===== src/rtl/cone_vector_driver_if.sv =====
// Serial stimulus stream into the cone driver: one bit per valid/ready handshake.
// A bit transfers on a rising clock edge where s_valid and s_ready are both high; s_data is MSB-first.
interface cone_vector_driver_if;
  logic s_valid;
  logic s_data;
  logic s_ready;

  modport master (output s_valid, output s_data, input s_ready);
  modport slave  (input s_valid, input s_data, output s_ready);
endinterface


===== src/rtl/cone_vector_driver.sv =====
// Tester-side driver for a single-output combinational cone: deserialises a vector,
// holds it for a settle time, then folds the cone response into a SISR signature.
module cone_vector_driver #(
  parameter int              NUM_IN = 13,
  parameter int              SETTLE = 2,
  parameter int              SIG_W  = 16,
  parameter logic [SIG_W-1:0] POLY  = 16'h1021,
  parameter logic [SIG_W-1:0] SEED  = 16'h0000
) (
  input  logic                 clk,
  input  logic                 rst_n,
  input  logic                 start,
  input  logic                 abort,
  input  logic                 clear,
  cone_vector_driver_if.slave  s_if,
  output logic [NUM_IN-1:0]    cone_in,
  input  logic                 cone_out,
  output logic [SIG_W-1:0]     signature,
  output logic [15:0]          vec_count,
  output logic                 vec_done,
  output logic                 busy,
  output logic [1:0]           dbg_state
);

  localparam int CNT_W = $clog2(NUM_IN);
  localparam logic [CNT_W-1:0] LAST_BIT = CNT_W'(NUM_IN - 1);
  localparam logic [7:0]       LAST_SETTLE = 8'(SETTLE - 1);

  typedef enum logic [1:0] {ST_IDLE, ST_SHIFT, ST_APPLY, ST_CAPTURE} state_t;

  state_t             state_q;
  logic [NUM_IN-1:0]  shreg_q;
  logic [NUM_IN-1:0]  shreg_d;
  logic [NUM_IN-1:0]  cone_in_q;
  logic [CNT_W-1:0]   bit_cnt_q;
  logic [7:0]         settle_cnt_q;
  logic [SIG_W-1:0]   signature_q;
  logic [SIG_W-1:0]   signature_d;
  logic [15:0]        vec_count_q;
  logic [15:0]        vec_count_d;
  logic               vec_done_q;
  logic               capture;

  assign shreg_d = {shreg_q[NUM_IN-2:0], s_if.s_data};
  assign capture = (state_q == ST_CAPTURE) && !abort;

  // abort keeps signature/count untouched and also masks a simultaneous clear.
  always_comb begin
    signature_d = signature_q;
    vec_count_d = vec_count_q;
    if (!abort && clear) begin
      signature_d = SEED;
      vec_count_d = '0;
    end else if (capture) begin
      signature_d = {signature_q[SIG_W-2:0], 1'b0} ^
                    ((signature_q[SIG_W-1] ^ cone_out) ? POLY : '0);
      vec_count_d = (vec_count_q == 16'hFFFF) ? vec_count_q : vec_count_q + 16'd1;
    end
  end

  always_ff @(posedge clk or negedge rst_n) begin
    if (!rst_n) begin
      state_q      <= ST_IDLE;
      shreg_q      <= '0;
      cone_in_q    <= '0;
      bit_cnt_q    <= '0;
      settle_cnt_q <= '0;
      signature_q  <= SEED;
      vec_count_q  <= '0;
      vec_done_q   <= 1'b0;
    end else begin
      signature_q <= signature_d;
      vec_count_q <= vec_count_d;
      vec_done_q  <= capture && !clear;
      if (abort) begin
        state_q      <= ST_IDLE;
        bit_cnt_q    <= '0;
        settle_cnt_q <= '0;
      end else begin
        case (state_q)
          ST_IDLE: begin
            if (start) begin
              state_q   <= ST_SHIFT;
              bit_cnt_q <= '0;
            end
          end
          ST_SHIFT: begin
            if (s_if.s_valid) begin
              shreg_q <= shreg_d;
              if (bit_cnt_q == LAST_BIT) begin
                cone_in_q    <= shreg_d;
                bit_cnt_q    <= '0;
                settle_cnt_q <= '0;
                state_q      <= ST_APPLY;
              end else begin
                bit_cnt_q <= bit_cnt_q + 1'b1;
              end
            end
          end
          ST_APPLY: begin
            settle_cnt_q <= settle_cnt_q + 8'd1;
            if (settle_cnt_q == LAST_SETTLE) state_q <= ST_CAPTURE;
          end
          ST_CAPTURE: state_q <= ST_SHIFT;
          default:    state_q <= ST_IDLE;
        endcase
      end
    end
  end

  assign s_if.s_ready = (state_q == ST_SHIFT);
  assign cone_in      = cone_in_q;
  assign signature    = signature_q;
  assign vec_count    = vec_count_q;
  assign vec_done     = vec_done_q;
  assign busy         = (state_q != ST_IDLE);
  assign dbg_state    = state_q;

endmodule


===== src/flat_wrapper.sv =====
// flat-port wrapper written by rule: the top's interface ports become plain ports
module cone_vector_driver_flat 
#(
  parameter int              NUM_IN = 13,
  parameter int              SETTLE = 2,
  parameter int              SIG_W  = 16,
  parameter logic [SIG_W-1:0] POLY  = 16'h1021,
  parameter logic [SIG_W-1:0] SEED  = 16'h0000
)
  (clk, rst_n, start, abort, clear, cone_in, cone_out, signature, vec_count, vec_done, busy, dbg_state, s_if_s_valid, s_if_s_data, s_if_s_ready);
  cone_vector_driver_if s_if_i ();
  input  logic clk;
  input  logic rst_n;
  input  logic start;
  input  logic abort;
  input  logic clear;
  output logic [NUM_IN-1:0] cone_in;
  input  logic cone_out;
  output logic [SIG_W-1:0] signature;
  output logic [15:0] vec_count;
  output logic vec_done;
  output logic busy;
  output logic [1:0] dbg_state;
  input wire logic [$bits(s_if_i.s_valid)-1:0] s_if_s_valid;
  input wire logic [$bits(s_if_i.s_data)-1:0] s_if_s_data;
  output wire logic [$bits(s_if_i.s_ready)-1:0] s_if_s_ready;
  assign s_if_i.s_valid = s_if_s_valid;
  assign s_if_i.s_data = s_if_s_data;
  assign s_if_s_ready = s_if_i.s_ready;
  cone_vector_driver #(.NUM_IN(NUM_IN), .SETTLE(SETTLE), .SIG_W(SIG_W), .POLY(POLY), .SEED(SEED)) u_core (.clk(clk), .rst_n(rst_n), .start(start), .abort(abort), .clear(clear), .s_if(s_if_i), .cone_in(cone_in), .cone_out(cone_out), .signature(signature), .vec_count(vec_count), .vec_done(vec_done), .busy(busy), .dbg_state(dbg_state));
endmodule

===== config.mk =====
export PLATFORM = sky130hd
export DESIGN_NAME = cone_vector_driver_flat
export DESIGN_NICKNAME = d
export VERILOG_FILES = /design/src/rtl/cone_vector_driver_if.sv /design/src/rtl/cone_vector_driver.sv /design/src/flat_wrapper.sv
export SDC_FILE = /design/constraint.sdc
export NUM_CORES = 1
export LEC_CHECK = 0
export BUFFER_PORTS_ARGS = -buffer_cell sky130_fd_sc_hd__buf_2
export CAP_MARGIN = 20
export CORE_ASPECT_RATIO = 1.2
export CORE_MARGIN = 2
export CORE_UTILIZATION = 38
export DETAILED_ROUTE_END_ITERATION = 10
export SLEW_MARGIN = 5
export SYNTH_ARGS = -nofsm -noshare
export SYNTH_HDL_FRONTEND = slang
export SYNTH_SLANG_ARGS = --single-unit

===== constraint.sdc =====
create_clock -name clk -period 2.7 [get_ports clk]
set_clock_uncertainty 0.1 [all_clocks]
set_input_delay 0.54 -clock clk [delete_from_list [all_inputs] [get_ports clk]]
set_output_delay 0.54 -clock clk [all_outputs]
set_load 0.01 [all_outputs]

# --- After elaboration in Yosys (flattened, before gate mapping) ---
# Index checks and enable logic that the tools add are counted.
totals:
  ff_bits: 72
  input_bits: 8
  output_inout_bits: 50
  wordCells: 62
op_classes:
  n_addsub: 3
  eq_ne: 11
  n_mux: 21
  bitwise: 3
  n_reduce_logical: 16
ops:
  columns: ["operator", "count"]
  rows:
  - ["2-to-1 mux 16 bit", 5]
  - ["2-to-1 mux 8 bit", 3]
  - ["adder 16 x 1 -> 16 bit (second input constant)", 1]
  - ["== test 16 bit (second input constant)", 1]
  - ["2-to-1 mux 4 bit", 4]
  - ["one-hot mux 8 bit (2 select lines)", 1]
  - ["bitwise XOR 16 bit", 1]
  - ["2-to-1 mux 13 bit", 1]
  - ["2-to-1 mux 2 bit", 5]
  - ["AND reduction 3 bit", 3]
  - ["adder 8 x 1 -> 8 bit (second input constant)", 1]
  - ["== test 8 x 1 -> 1 bit (second input constant)", 1]
  - ["one-hot mux 2 bit (4 select lines)", 1]
  - ["one-hot mux 4 bit (2 select lines)", 1]
  - ["AND reduction 4 bit", 2]
  - ["!= test 3 x 2 -> 1 bit (second input constant)", 2]
  - ["!= test 3 bit (second input constant)", 2]
  - ["nonzero test 3 bit", 2]
  - ["adder 4 x 1 -> 4 bit (second input constant)", 1]
  - ["== test 2 bit (second input constant)", 2]
  - ["== test 4 bit (second input constant)", 1]
  - ["nonzero test 2 bit", 2]
  - ["logical AND 1 bit", 3]
  - ["== test 2 x 1 -> 1 bit (second input constant)", 1]
  - ["6 further kinds", 7]

# --- Logic depth before layout (Yosys ltp) ---
# Gate-level depths: netlist of the first run.
logic_depth:
  ltp_word: 5
  ltp_mapped: 7
  ltp_nobuf: 6

# --- Worst setup path after synthesis of the first run ---
# No wires, ideal clock.
synth_path:
  path_kind: "flip-flop to flip-flop"
  startpoint: "register u_core.state_q[1] (netlist: u_core.dbg_state[1])"
  endpoint: "register u_core.cone_in_q[10] (netlist: u_core.cone_in[10])"
  arrival_time_ps: 1972
  required_ps: 2475
  setup_slack_ps: 503
  path_stages_with_launch: 8
  synth_period_minus_slack_ps: 2197
  path_cell_list: "dfrtp_1 > inv_1 > ha_1 > and2b_1 > nand2_1 > nor2_1 > buf_2 > mux2_2"
synth_between:
  elab_chain_cells: 2
synth_rtl:
  columns: ["element", "line_no", "rtl"]
  rows:
  - ["from (decl)", "cone_vector_driver.sv:31", "state_t state_q;"]
  - ["from (signal assigned)", "cone_vector_driver.sv:63", "state_q <= ST_IDLE;"]
  - ["from (signal assigned)", "cone_vector_driver.sv:76", "state_q <= ST_IDLE;"]
  - ["from (signal assigned)", "cone_vector_driver.sv:83", "state_q <= ST_SHIFT;"]
  - ["== test 2 x 1 -> 1 bit", null, null]
  - ["named net s_if_s_ready", "flat_wrapper.sv:26", "output wire logic [$bits(s_if_i.s_ready)-1:0] s_if_s_ready;"]
  - ["AND reduction 4 bit (no line)", null, null]
  - ["to (signal assigned)", "cone_vector_driver.sv:91", "cone_in_q <= shreg_d;"]
  - ["to (decl)", "cone_vector_driver.sv:34", "logic [NUM_IN-1:0] cone_in_q;"]
# The timed path passes the listed nets, and every way through them passes these cells.
# A chain may end at the register's enable or synchronous reset.

# --- Final worst setup path of the first run ---
layout_path:
  startpoint: "register u_core.state_q[1] (netlist: u_core.dbg_state[1])"
  endpoint: "register u_core.vec_count_q[8] (netlist: u_core.vec_count[8])"
layout_between:
  elab_chain_cells: 4
layout_rtl:
  columns: ["element", "line_no", "rtl"]
  rows:
  - ["== test 2 bit", "cone_vector_driver.sv:45", "assign capture = (state_q == ST_CAPTURE) && !abort;"]
  - ["logical AND 1 bit", "cone_vector_driver.sv:45", null]
  - ["nonzero test 2 bit (no line)", null, null]
  - ["AND reduction 2 bit (no line)", null, null]
  - ["to (signal assigned)", "cone_vector_driver.sv:73", "vec_count_q <= vec_count_d;"]
  - ["to (decl)", "cone_vector_driver.sv:39", "logic [15:0] vec_count_q;"]
# Every way passes these cells.

==> flow_summary.yaml, run 1 <==
status:
  outcome: "finished, final reports clean"
setup_path:
  cpPeakStageDelay_ns: 0.58
  critPathArrivalTime_ns: 2.52
  crit_path_max_fanout: 14
  r2r_end: "u_core.vec_count[8]"
  worst_path_max_delay_cell: "or3b_1"
  crit-reg2reg-launch: "u_core.dbg_state[1]"
  crit_type: "register to register"
  crit_path_start: "u_core.dbg_state[1]"
  critPathCapture: "u_core.vec_count[8]"
  endpoint_kind: "register"
  rrSetupSlack_ns: 0.35
  worst-r2r-cell-count: 6
  cp.required_ns: 2.87
  crit_chain: "ha_1 > or3b_1 > inv_1 > o31a_2 > nor3b_1 > o21ai_0"
  cp-start-kind: "register"
sta:
  timing.fmax_mhz: 426.2
  rsz0062_at_grt: "false"
  hold_viol_final: 0
  worst_pin_slew_ns: 0.6735
  fin_crit_sh_pct: 86.91
  fin_setup_tns_ns: 0
  setup_viol: 0
  slew_violations: 0
  fin_crit_ns: 2.346
  slew_headroom_pct: 55.10
routing:
  ant_nets: 0
  drc: 0
  vias_per_cell: 5.311
  first_pass_iters: 4
  routedWlPerCell_um: 14.66
  num_vias: 2661
  drt-initial-drc-count: 86
  wl_um: 7347
power_and_ir_drop:
  peakVddDrop_mv: 0.2886
  power-per-cell-area_mw_per_mm2: 669.8
  power_leakage_nw: 2.034
synthesis:
  synth.distinct_cells: 58
  ys_seq_elements: 72
  synth_nets: 328
  netlist_area_mm2: 0.003465
  synth_cells: 311
  synth_area_per_cell_um2: 11.14
  ys_seq_area_share_pct: 52.00
  ys_warn_count: 0
  async_flop_share_pct: 100.0
  synth-edff-count: 0
  ys.flop_type: "dfrtp_1"
cts:
  cts_buffer_depth: 2
  htreeDepth: 3
  postCtsHoldBufs: 0
  cts_buffers: 9
  cts_setup_buffers: 0
  cts_resized: 0
  cts_root_buffer: "clkbuf_8"
  cts.clk_slew.worst_paths_ns: 0.08
  clock-sinks: 72
  clkLatencyLatePin_ns: 0.35
  cts_tree: "yes"
place:
  dpl.cell_count: 485
  gp_congestion: 0.7764
  io_buffer_count: 57
  post-dp-hpwl_um: 5103
floorplanning:
  ios: 58
  row_count: 38
  die_y_um: 108.6
  die_area_mm2: 0.009901
  initial_core_util_pct: 38.76
  die-width_um: 91.17
  core_mm2: 0.008939
cells_and_area:
  stdcell_count: 501
  final_common_cell: "dfrtp_1"
  fillers: 899
  diodes: 0
  layout_common_cells: "72 x dfrtp_1, 57 x buf_2, 27 x nand2_1"
  final_nets: 393
  multi_input_area_mm2: 0.001550
  drive_gt1_share_pct: 30.71
  area_growth_pct: 19.18
  seq_area_mm2: 0.001802
global_route:
  grt_max_degree: 45
  grt_usage_pct: 16.24
  grt_pass1_wl_um: 12830
  grt_pass1_vias: 2605
  grt.overflow.total: 0
  antenna_found_initial: 0
run:
  drv_cap: 0
min_path:
  hold_class: "input port to async pin"
==> power by group <==
group | internal (mW) | switching, mW | total, mW
sequential | 1.18 | 0.112 | 1.29
combinational | 0.224 | 0.302 | 0.526
clock | 0.525 | 0.420 | 0.945
total | 1.93 | 0.835 | 2.77
==> cell families after synthesis <==
logic type               synth area share (%)
adder cells (fa/ha/maj)                 3.250
AO/OA/AOI/OAI                           15.21
AND/OR/NAND/NOR                         16.04
XOR/XNOR                                1.264
buffers and inverters                   3.250
flip-flops                              52.00
multiplexers                            8.992
==> layer usage <==
metal	routed length (um)	share of wire (%)	up-vias	GRT usage (%)
met5	0	0	-	0
met4	153	2.1	0	7.143
met3	272	3.7	14	2.997
met2	3459	47	54	26.14
met1	3462	47	1318	21.54
li1	-	-	1275	-
==> critical path: cells and delay by family, from the launching register on <==
kind            cells  cell delay, ns
fa+ha+maj           1            0.35
compound gates      2            0.39
buf+inv             1            0.41
flops               1            0.40
simple gates        2            0.62
==> through the flow <==
stage / worst slack (ns) / hold WS, ns / util, % / total power [mW] / instance area [um2]
after global routing: 0.1209 / 0.1767 / 46.19 / 2.942 / 4129
after global placement: 0.4254 / 0.3876 / 43.73 / 1.830 / 3909
after detailed placement: 0.4005 / 0.3929 / 43.73 / 1.844 / 3909
after CTS: 0.3824 / 0.1342 / 46.19 / 2.802 / 4129
final: 0.3535 / 0.1182 / 46.19 / 2.766 / 4129
after floorplan: 0.5029 / 0.1444 / - / 1.641 / 3465
==> registers in the layout (all words and copies together) (netlist names) <==
register and cells:
u_core.shreg_q 12, u_core.bit_cnt_q 4, u_core.vec_count 16, u_core.cone_in 13, u_core.signature 16, u_core.settle_cnt_q 8, u_core.dbg_state 2, u_core.vec_done 1
==> worst min path at each step <==
stage	to	slack [ns]	cells after the start
floorplan	u_core.bit_cnt_q[0]	0.14	0
global placement	u_core.cone_in[9]	0.39	1
detailed placement	u_core.cone_in[10]	0.39	1
CTS	u_core.vec_count[5]	0.13	1
global route	u_core.vec_count[5]	0.18	1
finish	u_core.vec_count[5]	0.12	1
==> cell usage after synthesis (all sizes together) (2+ instances only) <==
master	n	area [um2]
nand3	9	45.04
nor4b	2	17.52
nor2b	2	12.51
mux2i	3	30.03
and3	5	32.53
nand2	27	101.4
a22o	14	122.6
nand4	8	65.06
a211oi	3	22.52
inv	15	56.30
buf	9	52.54
o22ai	2	12.51
a21oi	10	50.05
nor4	4	40.04
o31ai	4	30.03
a31oi	2	12.51
xnor2	3	26.28
nor3b	4	30.03
or4	6	50.05
o21ai	23	126.4
ha	9	112.6
a221o	2	21.27
a21o	2	16.27
nand2b	6	37.54
mux2	25	281.5
nor2	12	45.04
nor3	6	30.03
o2bb2ai	3	26.28
xor2	2	17.52
dfrtp	72	1802
==> cell type report <==
| class | instances | area share [%] |
|---|---|---|
| Clock buffer | 10 | 3.091 |
| Clock inverter | 6 | 2.242 |
| Inverter | 15 | 1.364 |
| Multi-Input combinational cell | 214 | 37.55 |
| Sequential cell | 72 | 43.64 |
| Tap cell | 120 | 3.636 |
| Timing Repair Buffer | 64 | 8.485 |
(Power assumes the default switching activity.)
==> run 2, diff against run 1 <==
Settings changed: ABC_AREA set to 1.
==> flow_summary.yaml, run 2 <==
status:
  outcome: "finished, final reports clean"
cts:
  postCtsHoldBufs: 0
  htreeDepth: 3
  cts_resized: 0
  cts_buffer_depth: 2
  cts_tree: "yes"
  clock-sinks: 72
  cts_root_buffer: "clkbuf_16"
  cts_setup_buffers: 0
  cts_buffers: 9
  clkLatencyLatePin_ns: 0.33
  cts.clk_slew.worst_paths_ns: 0.06
routing:
  vias_per_cell: 4.746
  wl_um: 7779
  routedWlPerCell_um: 12.25
  ant_nets: 0
  num_vias: 3014
  drc: 0
  first_pass_iters: 4
  drt-initial-drc-count: 110
global_route:
  grt_pass1_vias: 2869
  grt_max_degree: 73
  grt_pass1_wl_um: 13410
  grt.overflow.total: 0
  antenna_found_initial: 0
  grt_usage_pct: 16.09
synthesis:
  netlist_area_mm2: 0.003626
  ys.flop_type: "dfrtp_1"
  synth_most_common_cell: "nand2_1"
  synth_top_area_share_pct: 49.69
  ys_seq_area_share_pct: 49.69
  ys_top_cells_by_area: "dfrtp_1 50%, nand2_1 15%, inv_1 6.2%"
  async_flop_share_pct: 100.0
  ys_warn_count: 0
  synth.distinct_cells: 28
  netlist.top_cell.by_area: "dfrtp_1"
  synth_area_per_cell_um2: 8.148
  synth_nets: 462
  synth_cells: 445
  synthTopCellsByCount: "145 x nand2_1, 72 x dfrtp_1, 60 x inv_1"
  ys_seq_elements: 72
  synth-edff-count: 0
floorplanning:
  row_count: 39
  ios: 58
  die-width_um: 93.17
  initial_core_util_pct: 38.50
  die_area_mm2: 0.01034
  die_y_um: 111.0
  core_mm2: 0.009418
sta:
  fin_crit_sh_pct: 75.00
  slew_violations: 0
  timing.fmax_mhz: 493.8
  setup_viol: 0
  fin_crit_ns: 2.025
  worst_pin_slew_ns: 0.5094
  slew_headroom_pct: 65.92
  fin_ws_ns: 0.6751
  hold_viol_final: 0
  fin_setup_tns_ns: 0
  whs_ns: 0.1289
  rsz0062_at_grt: "false"
cells_and_area:
  stdcell_count: 635
  area_growth_pct: 20.05
  layout_common_cells: "145 x nand2_1, 72 x dfrtp_1, 60 x inv_1"
  diodes: 0
  final_common_cell: "nand2_1"
  final_nets: 524
  drive_gt1_share_pct: 19.14
power_and_ir_drop:
  power_leakage_nw: 2.314
  peakVddDrop_mv: 0.3821
  power-per-cell-area_mw_per_mm2: 715.5
setup_path:
  cp-start-kind: "register"
  critPathArrivalTime_ns: 2.19
  cpPeakStageDelay_ns: 0.43
  crit_chain: "inv_1 > ha_1 > inv_1 > nor2_4 > nand2_2 > nor2_4 > nor2_1 > a21oi_1"
  endpoint_kind: "register"
  cp.required_ns: 2.86
  crit_path_max_fanout: 28
  worst_path_max_delay_cell: "dfrtp_1"
  crit_type: "register to register"
run:
  drv_cap: 0
place:
  dpl.cell_count: 619
  io_buffer_count: 57
  preCtsSetupSlack_ns: 0.6423
  post-dp-hpwl_um: 5402
  gp_congestion: 0.7866
min_path:
  hold_class: "input port to async pin"
run 2: cell types whose count changed after synthesis, sizes merged, moves of 4 or more:
cell / change
a22o: -14
and3: -5
inv: +47
mux2: -18
nand2: +121
nand2b: -6
nand3: +16
nor2: +34
nor3: -6
nor4: -4
o22ai: +12
o31ai: -4
or4: -6
run 2: per-stage QoR:
| step | power (mW) | area [um2] | utilization [%] |
|---|---|---|---|
| 2_1_floorplan | 1.713 | 3626 | - |
| 3_3_place_gp | 1.884 | 4040 | 42.90 |
| 3_5_place_dp | 1.899 | 4040 | 42.90 |
| 4_1_cts | 3.150 | 4353 | 46.22 |
| 5_1_grt | 3.289 | 4353 | 46.22 |
| 6_report | 3.114 | 4353 | 46.22 |
run 2: final cells by class:
cell class,instances,area (um2)
clock buffers,10,239.0
clock inverters,6,73.82
fillers,931,5065
inverters,62,232.7
multi-input cells,302,1531
flip-flops and latches,72,1802
well taps,123,153.9
repair buffers,60,320.3
run 2: critical path: cells and delay by family, from the launching register on:
family	cells	cell delay (ns)
simple gates	4	0.91
buf+inv	2	0.18
compound gates	1	0.12
flops	1	0.43
fa+ha+maj	1	0.21
run 2: cells by family (layout without fill, tap and decap cells):
logic type,count (synthesis),in the layout,synth area share [%]
XOR/XNOR,4,4,0.9664
adder cells (fa/ha/maj),9,9,3.106
flip-flops,72,72,49.69
multiplexers,7,7,2.174
AO/OA/AOI/OAI,54,54,8.454
buffers and inverters,71,138,8.075
AND/OR/NAND/NOR,228,228,27.54
run 2: final timing paths:
| check | from | end | slack [ns] | cells after the start |
|---|---|---|---|---|
| max in group asynchronous | rst_n | u_core.vec_count[5] | 2.07 | 2 |
| worst min-delay path | rst_n | u_core.signature[1] | 0.13 | 2 |
| worst max-delay path | u_core.dbg_state[1] | u_core.cone_in[2] | 0.68 | 8 |
| worst min register to register | u_core.shreg_q[1] | u_core.shreg_q[1] | 0.39 | 2 |
| min in group clk | s_if_s_data | u_core.cone_in[0] | 0.33 | 3 |
| worst max register to register | u_core.dbg_state[1] | u_core.cone_in[2] | 0.68 | 8 |
run 2: report_power, final:
part	switching, mW	internal [mW]
clock network	0.488	0.754
registers	0.106	1.20
logic	0.358	0.205
run 2: routing by layer:
metal / global-route usage (%) / wire length (um)
met5: 0 / 0
met4: 6.373 / 142
met3: 3.807 / 300
met2: 25.56 / 3722
met1: 21.16 / 3613
